<file path="src/rtl/conv_window_if.sv">
// Handshake and control bundle between the 3x3 window sequencer and its
// row-buffer memory, window mux and convolution pipe.
interface conv_window_if #(
  parameter int IMG_W = 256,
  parameter int IMG_H = 256
);
  localparam int CW = $clog2(IMG_W);
  localparam int RW = $clog2(IMG_H);

  logic          start;
  logic          busy;
  logic          done;
  logic          ld_req;
  logic [RW-1:0] ld_row;
  logic [2:0]    ld_buf_onehot;
  logic          ld_ack;
  logic          buf_clr;
  logic [CW-1:0] col_cnt;
  logic [2:0]    row_sel_onehot;
  logic          win_valid;
  logic          win_ready;
  logic [RW-1:0] row_cnt;

  modport master (
    input  start, ld_ack, win_ready,
    output busy, done, ld_req, ld_row, ld_buf_onehot, buf_clr,
           col_cnt, row_sel_onehot, win_valid, row_cnt
  );

  modport slave (
    output start, ld_ack, win_ready,
    input  busy, done, ld_req, ld_row, ld_buf_onehot, buf_clr,
           col_cnt, row_sel_onehot, win_valid, row_cnt
  );
endinterface

</file>
<file path="src/rtl/conv_window_ctrl.sv">
// 3x3 window sequencer: fills three rotating row buffers (zero-padded top and
// bottom) and streams one window per column to the convolution pipe.
module conv_window_ctrl #(
  parameter int IMG_W = 256,
  parameter int IMG_H = 256
) (
  input  logic          clk,
  input  logic          rst_n,
  conv_window_if.master bus
);
  localparam int CW = $clog2(IMG_W);
  localparam int RW = $clog2(IMG_H);
  localparam logic [CW-1:0] COL_LAST = CW'(IMG_W - 1);
  localparam logic [RW-1:0] ROW_LAST = RW'(IMG_H - 1);

  typedef enum logic [2:0] {
    IDLE, CLR_TOP, LD_MID, LD_BOT, SCAN, FIN
  } state_t;

  state_t state;
  logic   issued;  // LD_BOT has already launched its load or clear

  // Buffer that will hold row r+1: rotate the centre-row selection left by two.
  logic [2:0] bot_buf;
  assign bot_buf = {bus.row_sel_onehot[0], bus.row_sel_onehot[2:1]};

  // NOTE: all state and registered outputs use non-blocking assignments so
  // every branch below sees the values from the start of the cycle.
  always_ff @(posedge clk or negedge rst_n) begin
    if (!rst_n) begin
      state              <= IDLE;
      issued             <= 1'b0;
      bus.busy           <= 1'b0;
      bus.done           <= 1'b0;
      bus.ld_req         <= 1'b0;
      bus.ld_row         <= '0;
      bus.ld_buf_onehot  <= 3'b001;
      bus.buf_clr        <= 1'b0;
      bus.col_cnt        <= '0;
      bus.row_sel_onehot <= 3'b001;
      bus.win_valid      <= 1'b0;
      bus.row_cnt        <= '0;
    end else begin
      // NOTE: pulse outputs default low here and are raised only by the
      // transition that needs them, so each lasts exactly one cycle.
      bus.done    <= 1'b0;
      bus.buf_clr <= 1'b0;

      case (state)
        IDLE: begin
          if (bus.start) begin
            bus.busy          <= 1'b1;
            bus.buf_clr       <= 1'b1;
            bus.ld_buf_onehot <= 3'b001;
            state             <= CLR_TOP;
          end
        end

        CLR_TOP: begin
          bus.ld_req        <= 1'b1;
          bus.ld_row        <= '0;
          bus.ld_buf_onehot <= 3'b010;
          state             <= LD_MID;
        end

        LD_MID: begin
          if (bus.ld_ack) begin
            bus.ld_req <= 1'b0;
            issued     <= 1'b0;
            state      <= LD_BOT;
          end
        end

        LD_BOT: begin
          if (!issued) begin
            issued            <= 1'b1;
            bus.ld_buf_onehot <= bot_buf;
            if (bus.row_cnt == ROW_LAST) begin
              bus.buf_clr <= 1'b1;
            end else begin
              bus.ld_req <= 1'b1;
              bus.ld_row <= bus.row_cnt + 1'b1;
            end
          end else if (bus.buf_clr || (bus.ld_req && bus.ld_ack)) begin
            bus.ld_req    <= 1'b0;
            bus.win_valid <= 1'b1;
            bus.col_cnt   <= '0;
            state         <= SCAN;
          end
        end

        SCAN: begin
          if (bus.win_ready) begin
            if (bus.col_cnt == COL_LAST) begin
              bus.win_valid <= 1'b0;
              bus.col_cnt   <= '0;
              if (bus.row_cnt == ROW_LAST) begin
                bus.done <= 1'b1;
                bus.busy <= 1'b0;
                state    <= FIN;
              end else begin
                bus.row_cnt        <= bus.row_cnt + 1'b1;
                bus.row_sel_onehot <= {bus.row_sel_onehot[1:0], bus.row_sel_onehot[2]};
                issued             <= 1'b0;
                state              <= LD_BOT;
              end
            end else begin
              bus.col_cnt <= bus.col_cnt + 1'b1;
            end
          end
        end

        FIN: begin
          bus.row_sel_onehot <= 3'b001;
          bus.row_cnt        <= '0;
          bus.ld_row         <= '0;
          bus.ld_buf_onehot  <= 3'b001;
          state              <= IDLE;
        end

        default: state <= IDLE;
      endcase
    end
  end
endmodule

</file>
<file path="src/flat_wrapper.sv">
// flat-port wrapper written by rule: the top's interface ports become plain ports
module conv_window_ctrl_flat 
#(
  parameter int IMG_W = 256,
  parameter int IMG_H = 256
)
  (clk, rst_n, bus_start, bus_ld_ack, bus_win_ready, bus_busy, bus_done, bus_ld_req, bus_ld_row, bus_ld_buf_onehot, bus_buf_clr, bus_col_cnt, bus_row_sel_onehot, bus_win_valid, bus_row_cnt);
  conv_window_if #(.IMG_W(IMG_W), .IMG_H(IMG_H)) bus_i ();
  input  logic clk;
  input  logic rst_n;
  input wire logic [$bits(bus_i.start)-1:0] bus_start;
  input wire logic [$bits(bus_i.ld_ack)-1:0] bus_ld_ack;
  input wire logic [$bits(bus_i.win_ready)-1:0] bus_win_ready;
  output wire logic [$bits(bus_i.busy)-1:0] bus_busy;
  output wire logic [$bits(bus_i.done)-1:0] bus_done;
  output wire logic [$bits(bus_i.ld_req)-1:0] bus_ld_req;
  output wire logic [$bits(bus_i.ld_row)-1:0] bus_ld_row;
  output wire logic [$bits(bus_i.ld_buf_onehot)-1:0] bus_ld_buf_onehot;
  output wire logic [$bits(bus_i.buf_clr)-1:0] bus_buf_clr;
  output wire logic [$bits(bus_i.col_cnt)-1:0] bus_col_cnt;
  output wire logic [$bits(bus_i.row_sel_onehot)-1:0] bus_row_sel_onehot;
  output wire logic [$bits(bus_i.win_valid)-1:0] bus_win_valid;
  output wire logic [$bits(bus_i.row_cnt)-1:0] bus_row_cnt;
  assign bus_i.start = bus_start;
  assign bus_i.ld_ack = bus_ld_ack;
  assign bus_i.win_ready = bus_win_ready;
  assign bus_busy = bus_i.busy;
  assign bus_done = bus_i.done;
  assign bus_ld_req = bus_i.ld_req;
  assign bus_ld_row = bus_i.ld_row;
  assign bus_ld_buf_onehot = bus_i.ld_buf_onehot;
  assign bus_buf_clr = bus_i.buf_clr;
  assign bus_col_cnt = bus_i.col_cnt;
  assign bus_row_sel_onehot = bus_i.row_sel_onehot;
  assign bus_win_valid = bus_i.win_valid;
  assign bus_row_cnt = bus_i.row_cnt;
  conv_window_ctrl #(.IMG_W(IMG_W), .IMG_H(IMG_H)) u_core (.clk(clk), .rst_n(rst_n), .bus(bus_i));
endmodule
</file>
<file path="config.mk">
export PLATFORM = sky130hd
export DESIGN_NAME = conv_window_ctrl_flat
export DESIGN_NICKNAME = d
export VERILOG_FILES = /design/src/rtl/conv_window_if.sv /design/src/rtl/conv_window_ctrl.sv /design/src/flat_wrapper.sv
export SDC_FILE = /design/constraint.sdc
export NUM_CORES = 1
export LEC_CHECK = 0
export ABC_AREA = 1
export CAP_MARGIN = 20
export CORE_MARGIN = 2
export CORE_UTILIZATION = 58
export CTS_BUF_LIST = sky130_fd_sc_hd__clkbuf_8
export DETAILED_ROUTE_END_ITERATION = 12
export GPL_TIMING_DRIVEN = 0
export PLACE_DENSITY = 0.88
export SKIP_LAST_GASP = 1
export SLEW_MARGIN = 20
export SYNTH_ARGS = -nofsm -noshare
export SYNTH_HDL_FRONTEND = slang
export SYNTH_SLANG_ARGS = --single-unit
</file>
<file path="constraint.sdc">
create_clock -name clk -period 2.8 [get_ports clk]
set_input_delay 0.56 -clock clk [delete_from_list [all_inputs] [get_ports clk]]
set_output_delay 0.56 -clock clk [all_outputs]
set_load 0.02 [all_outputs]
</file>
==> run summary, run 1 <==
The number of different library cells used by synthesis comes to 27. The ratio of routed vias to standard cells is ~5.4. The pin count of the biggest net entering global routing is 26.

The global placer's final weighted congestion came out at 0.8880. In this run, the clock network consumes between 10% and 20% of the power. The post-route netlist has 11.57% of its cells at a drive strength greater than 1. The maximum operating frequency came out at 0.4947 GHz. Clock-pin slew was measured on the worst setup and hold paths at roughly 80 ps. The buffers plus inverters on the worst setup path is 1.

Measured against its own limit, the worst slew margin works out to 73.58%. The via count of the first global-routing pass is a little under 2000. In this run the core area contains 22 standard-cell rows. The global router's overall resource usage came out at 26.62%. The mean area per synthesized cell is about 7.4 µm².

The final antenna-violating net count is 0. After synthesis, the largest family of logic cells by area is simple AND/OR/NAND/NOR gates. The first routing iteration left 200 violations.

The register area came out at just under 1000 µm². The worst path in the final design needs a cycle of slightly above 2000 ps, including I/O delays and setup. The count of pins over their slew limit came out at 0. VDD sags by at most 647.4 µV.

Data on the critical path is required at its endpoint by 2240 ps. The share of synthesized cell area in full adder, half adder and majority cells came out at approximately 1.2%. Of the total power, the share spent switching nets is 42.51%. The post-layout net count is 343. The setup clock skew after layout is ~5 ps. The slowest stage of the critical path belongs to the cell clkdlybuf4s50_1. The number of standard cells after synthesis came out at roughly 290. The area growth from synthesis to final layout is 27.32%. The xor/xnor share of the synthesized area is 1.231%. The largest fanout on the critical path came out at 4. The total design power is 2481 µW. The total power divided by cell area is 912.9 nW/µm². The worst setup path is captured at an output pin.

On the worst path, the slowest cell contributes a delay of 600 ps. The proportion of power drawn by combinational gates came out at a little under half. Setup repair after global routing left no endpoint under its margin.

The global-route congestion overflow total came out at 0. The signal on the critical path passes through clkdlybuf4s50_1. The cell family contributing the most delay on the critical path is buffers and inverters. After synthesis, the largest area contributor takes up between 40% and 50% of total cell area. The number of vias after detailed routing came out at 2078. The TritonCTS buffer count is 5. The setup fix buffers added after clock tree synthesis came out at 0.

The portion of total power attributed to sequential cells is between 30% and 40%. The final critical path takes up about 72% of the cycle. The maximum level of the CTS H-tree came out at 2. Max-cap violations in this run came to 0. The number of port buffers is 39.

The total negative slack is 0 ps. The mean routed wirelength per cell came out at 13.19 µm. The first detailed-routing pass ran for 5 iterations. By area the synthesized netlist is led by dfrtp_1, nand2_1, nand3_1.

The number of gates given a new drive strength after cts is 0. The sequential share of the synthesized area is a little under half. The clock latency at the later pin of the worst-skew pair came out at 300 ps.

The final hold violation count is 0. The internal power component is 1426 µW. The floorplan die area came out at 4182 µm². The total routed wirelength came out at 5080 µm. The kind of launch point of the worst setup path is a register. Setup violations remaining at the end of the flow were counted as 0.

The leakage component of the power came out at 0.001321 µW. Summed over all nets, the switching power comes to about 1100 µW. The area of the core is 3606 µm².

The initial standard-cell utilization of the core is 59.20%. The initial antenna violation count is 0. The slew of the pin with the lowest slew margin is roughly 400 ps. The multi-input combinational cell area came out at 1015 µm². The first global-routing pass estimated 8528 µm of wire. Synthesis produced a netlist with a net count of 296. The warning count from the yosys run is 0. Measured against the total synthesized area, the mux share comes to 0%. The mapped netlist covers between 2000 and 2500 µm². Summed over all nets, the half-perimeter wirelength after detailed placement is 3627 µm. The die is 64.67 µm wide. Fill cells in the final layout number 270. The flow ran to the end, and the final reports show no timing, DRC or antenna violations. At the worst endpoint, the arrival time is 1460 ps. dfrtp_1 takes more of the synthesized area than any other cell. Leaving out fill and tap cells, the most frequent cell in the layout is nand2_1.

The number of remaining DRC errors is 0. The root buffer cell chosen for the clock tree is clkbuf_8. The clock tree buffer depth came out at 2.

The synthesized netlist devotes 7.034% of its cell area to compound gates. 40 I/O pins were placed. The worst hold path belongs to the class input pin to async pin. Measured along the y axis, the die boundary spans 64.67 µm.

TritonCTS built the clock tree. The hold buffer count at cts came out at 0. The number of synthesized register bits came out at 39. The critical path start-end classification is register to output pin. The synthesized netlist devotes 38.10% of its cell area to simple gates. The count of inserted antenna diode cells is 0. Leaving out fill and tap cells, the most frequent cells in the layout are nand2_1, clkdlybuf4s50_1, dfrtp_1, nand3_1, inv_1. The number of sinks driven by the clock tree came out at 39.
## worst paths after layout
| check | startpoint | end | slack, ps | depth (start not counted) |
|---|---|---|---|---|
| max in group asynchronous | rst_n | u_core.bus.row_cnt[4]$_DFFE_PN0P_ | 2160 | 2 |
| min in group clk | u_core.bus.ld_row[7]$_DFFE_PN0P_ | u_core.bus.ld_row[7]$_DFFE_PN0P_ | 480 | 2 |
| worst max-delay path | u_core.bus.row_sel_onehot[0]$_DFFE_PN1P_ | bus_row_sel_onehot[0] | 780 | 1 |
| worst min register to register | u_core.bus.ld_row[7]$_DFFE_PN0P_ | u_core.bus.ld_row[7]$_DFFE_PN0P_ | 480 | 2 |
| worst min-delay path | rst_n | u_core.bus.col_cnt[2]$_DFFE_PN0P_ | 180 | 1 |
| worst max register to register | u_core.bus.row_cnt[0]$_DFFE_PN0P_ | u_core.bus.ld_row[2]$_DFFE_PN0P_ | 1000 | 9 |
## stage by stage
stage | cell area, µm² | util [%] | hold slack [ps] | setup WS (ps) | std cells
final | 2718 | 75.36 | 180.1 | 778.7 | 385
after global routing | 2718 | 75.36 | 195.6 | 740.1 | 385
after CTS | 2718 | 75.36 | 183.9 | 762.8 | 385
after detailed placement | 2600 | 72.10 | 460.0 | 953.6 | 377
after global placement | 2585 | 71.69 | 458.3 | 240.9 | 376
after floorplan | 2135 | - | 264.4 | 1216 | 289
## Yosys cell counts (all sizes together)
| master | number |
|---|---|
| o21ai | 22 |
| nor3b | 1 |
| xor2 | 1 |
| a21oi | 2 |
| nand3b | 2 |
| nor2 | 24 |
| xnor2 | 2 |
| buf | 3 |
| o211ai | 1 |
| dfrtp | 37 |
| ha | 2 |
| nand2 | 130 |
| nand3 | 26 |
| inv | 29 |
| and2 | 1 |
| o21bai | 1 |
| dfstp | 2 |
| nand4 | 3 |
## cell type report
type | count | share of cell area [%]
timing repair buffer | 40 | 14.92
inverter | 29 | 4.190
clock buffer | 6 | 3.039
tap | 48 | 2.210
multi-input combinational | 218 | 37.34
clock inverter | 2 | 1.289
sequential | 39 | 36.00
buffer | 3 | 1.013
## registers in the layout, indices dropped and copies added, names as in the netlist
| name | cells |
|---|---|
| u_core.bus.col_cnt | 8 |
| u_core.issued | 1 |
| u_core.bus.row_cnt | 8 |
| u_core.bus.row_sel_onehot | 3 |
| u_core.state | 3 |
| u_core.bus.win_valid | 1 |
| u_core.bus.ld_buf_onehot | 3 |
| u_core.bus.buf_clr | 1 |
| u_core.bus.busy | 1 |
| u_core.bus.done | 1 |
| u_core.bus.ld_req | 1 |
| u_core.bus.ld_row | 8 |
## power by group through the flow
stage / sequential (µW) / combinational (µW) / clock (µW)
6_report: 862 / 1130 / 492
5_1_grt: 875 / 1240 / 519
4_1_cts: 856 / 1120 / 497
3_5_place_dp: 866 / 1110 / 0
3_3_place_gp: 857 / 1080 / 0
2_1_floorplan: 969 / 597 / 0
## per-layer routing
layer	global-route usage (%)	up-vias	share of wire, %
met5	0	-	0
met4	14.63	0	3.0
met3	6.076	19	6.4
met2	43.49	95	47
met1	32.72	960	44
li1	-	1004	-
## kinds of logic after synthesis
logic type,after synthesis
and+or+nand+nor,187
xor gates and xnor gates,3
DFF,39
AOI/OAI and AO/OA,26
buffers and inverters,32
adders and majority gates,2
Note: power is estimated with default switching activity, not from simulation.
==> inputs of run 2 (changes only) <==
- CORE_UTILIZATION: 58 -> 49
- PLACE_DENSITY: 0.88 -> 0.79
- clock period: 2.8 -> 1.8 ns (I/O delays scaled with it)
==> run 2 against run 1 <==
Net effect:
- sequential share of layout area fell by 0.58 points
- final cell count rose by 2.1%
- power rose by 55%
- register-to-register slack got worse by 880 ps
- critical path type unchanged
==> run summary, run 2 (synthesis gave the netlist of run 1 again) <==
The total routed wirelength is 4891 µm. The number of remaining DRC errors is 0. The count of inserted antenna diode cells is 0. After routing the design area is 2769 µm².

The first global-routing pass estimated 8031 µm of wire. The maximum operating frequency came out at 0.5725 GHz. The die is approximately 70 µm tall.

The worst slack after detailed placement is 12.24 ps. The slew of the pin with the lowest slew margin is 337.5 ps. The total length of routed met2 wires is 2336 µm. The global placer's final weighted congestion is 0.9319. The min-delay analysis places its worst path in the category input pin to async pin.

The category of the worst setup path capture point is an output pin. The floorplan die width came out at 70 µm. Among cell families on the critical path, the largest total delay comes from buffers and inverters. The area growth from synthesis to final layout is 29.72%. The critical path in this run is classified as register to output pin. The final hold violation count was 0.

The leakage component of the power is 0.001404 µW. The final critical-path share of the clock period came out at 97.04%. Across the routed clock network, the largest skew measured is 9.487 ps. Counting the buffers created by CTS gives 5.

Of the cells placed in the final design, the portion with a size suffix greater than 1 is 13.49%. The first-pass iteration count of the detailed router came out at 4. The delay of the slowest critical-path stage came out at 640 ps. The number of DRC violations after detailed-routing iteration 0 came out at 175. Setup repair after global routing could not meet its margin everywhere. Traced cell by cell, the critical path runs through clkdlybuf4s50_1. The clock period minus worst slack came out at 1747 ps.

For this run, the total global-route usage over all layers was measured as 20.48%. TritonCTS built the clock tree. The sum of net half-perimeters after detailed placement came out at between 3000 and 4000 µm. The kind of launch point of the worst setup path is a register. The most common cell after layout, fill and taps aside is nand2_1. After detailed routing, the met3 layer carries 260 µm of wire.

Across the run, the number of max-cap violations was 0. The smallest setup slack after layout is 53.27 ps. The buffers plus inverters on the worst setup path came out at 1. The H-tree was split into 2 levels.

Excluding fillers, the count of instances in the completed layout stands at 393. The final antenna-violating net count is 0. The post-layout net count is 347. The routed metal-1 wirelength came out at 2238 µm.

Clock tree synthesis selected as its root buffer the cell clkbuf_8. Counting every sink on the clock net gives 39. The initial standard-cell utilization of the core came out at 50.06%. The total design power came out at slightly below 4000 µW.

The number of primary I/O pins came out at 40. For the worst setup path, the data required time is 1440 ps. The worst-case vdd ir drop came out at 843.5 µV. In the layout the commonest cells are nand2_1, dfrtp_1, clkdlybuf4s50_1, nand3_1, inv_1. Clock-pin slew was measured on the worst setup and hold paths at 90 ps.

Counting along the longest clock path gives a buffer depth of 2. The initialized floorplan defines 24 standard-cell rows. The run finished with clean final reports. The cell count after placement came out at 381.

The via count of the first global-routing pass is 1800. In this run the tool buffered the top-level ports with 39 buffer cells. The area of the core came out at 4264 µm². Setup violations remaining at the end of the flow were counted as 0.

The data arrival time of the critical path came out at between 1000 and 1500 ps. The number of vias after detailed routing came out at 2003. The global-route congestion overflow total is 0. The pin count of the biggest net entering global routing is 29. The total placed instance area came out at ~2600 µm². Dividing the detail-routed wire length by the instance count gives 12.45 µm. Along the worst path, the maximum fanout reaches 6. The clock latency at the later pin of the worst-skew pair came out at about 300 ps. The top routing layer in use is met4. The remaining max-slew budget at the tightest pin is 77.43%. The largest registers in the layout are u_core.bus.col_cnt x8, u_core.bus.ld_row x8, u_core.bus.row_cnt x8. The ratio of routed vias to standard cells came out at 5.097. The floorplan step defined a die boundary enclosing 4900 µm². On the critical path, the stage with the largest delay is an instance of clkdlybuf4s50_1. The worst hold-check slack is about 470 ps. The count of pins over their slew limit came out at 0. Power spread over the standard cell area amounts to between 1000 and 1500 nW/µm². The initial antenna violation count is 0.
run 2: layout make-up:
type / count / area, µm²
Timing Repair Buffer: 44 / 446.7
Clock buffer: 5 / 68.82
Multi-Input combinational cell: 218 / 1022
Tap cell: 52 / 65.06
Sequential cell: 39 / 980.9
Fill cell: 388 / 1495
Buffer: 3 / 27.53
Clock inverter: 3 / 43.79
Inverter: 29 / 113.9
run 2: path summary, 6_finish.rpt:
kind	from	to	slack [ps]	cells after the start
hold / removal	rst_n	u_core.bus.col_cnt[1]$_DFFE_PN0P_	470	2
setup / recovery	u_core.bus.row_cnt[6]$_DFFE_PN0P_	bus_row_cnt[6]	50	1
hold reg to reg	u_core.bus.ld_row[6]$_DFFE_PN0P_	u_core.bus.ld_row[6]$_DFFE_PN0P_	480	2
max in group asynchronous	rst_n	u_core.bus.row_cnt[0]$_DFFE_PN0P_	860	3
min in group clk	u_core.bus.ld_row[6]$_DFFE_PN0P_	u_core.bus.ld_row[6]$_DFFE_PN0P_	480	2
setup reg to reg	u_core.bus.row_cnt[0]$_DFFE_PN0P_	u_core.bus.ld_row[1]$_DFFE_PN0P_	120	9
run 2: through the flow:
stage | utilization (%) | TNS [ps]
floorplan | - | 0
global placement | 60.74 | -22930
detailed placement | 61.09 | 0
CTS | 63.94 | 0
global route | 64.94 | -5.976
finish | 64.94 | 0
run 2: power by group:
part | internal (µW) | total, µW | switching [µW]
Combinational | 694 | 1770 | 1070
Sequential | 1110 | 1330 | 222
Clock | 413 | 756 | 343
Total | 2210 | 3850 | 1640
run 2: what timing repair did:
action                     CTS  global route
hold endpoints to repair     9             0
setup endpoints to repair    1            15
pin swaps                    0             2
hold buffers                 1             0
buffers inserted             0             3
gates resized for setup      1             8
run 2: layer usage:
metal | global-route usage [%] | vias up
met3 | 3.608 | 10
met2 | 33.02 | 67
met4 | 9.402 | 0
li1 | - | 1014
met5 | 0 | -
met1 | 26.92 | 912
run 2: worst register-to-register path: stages, from the launching register on:
cell	delay [ps]
dfrtp_2	450
ha_1	240
nand3_2	130
inv_1	60
nand2_2	80
inv_1	80
nand2_1	60
nand3b_1	260
nand2_1	170
nand2_1	50
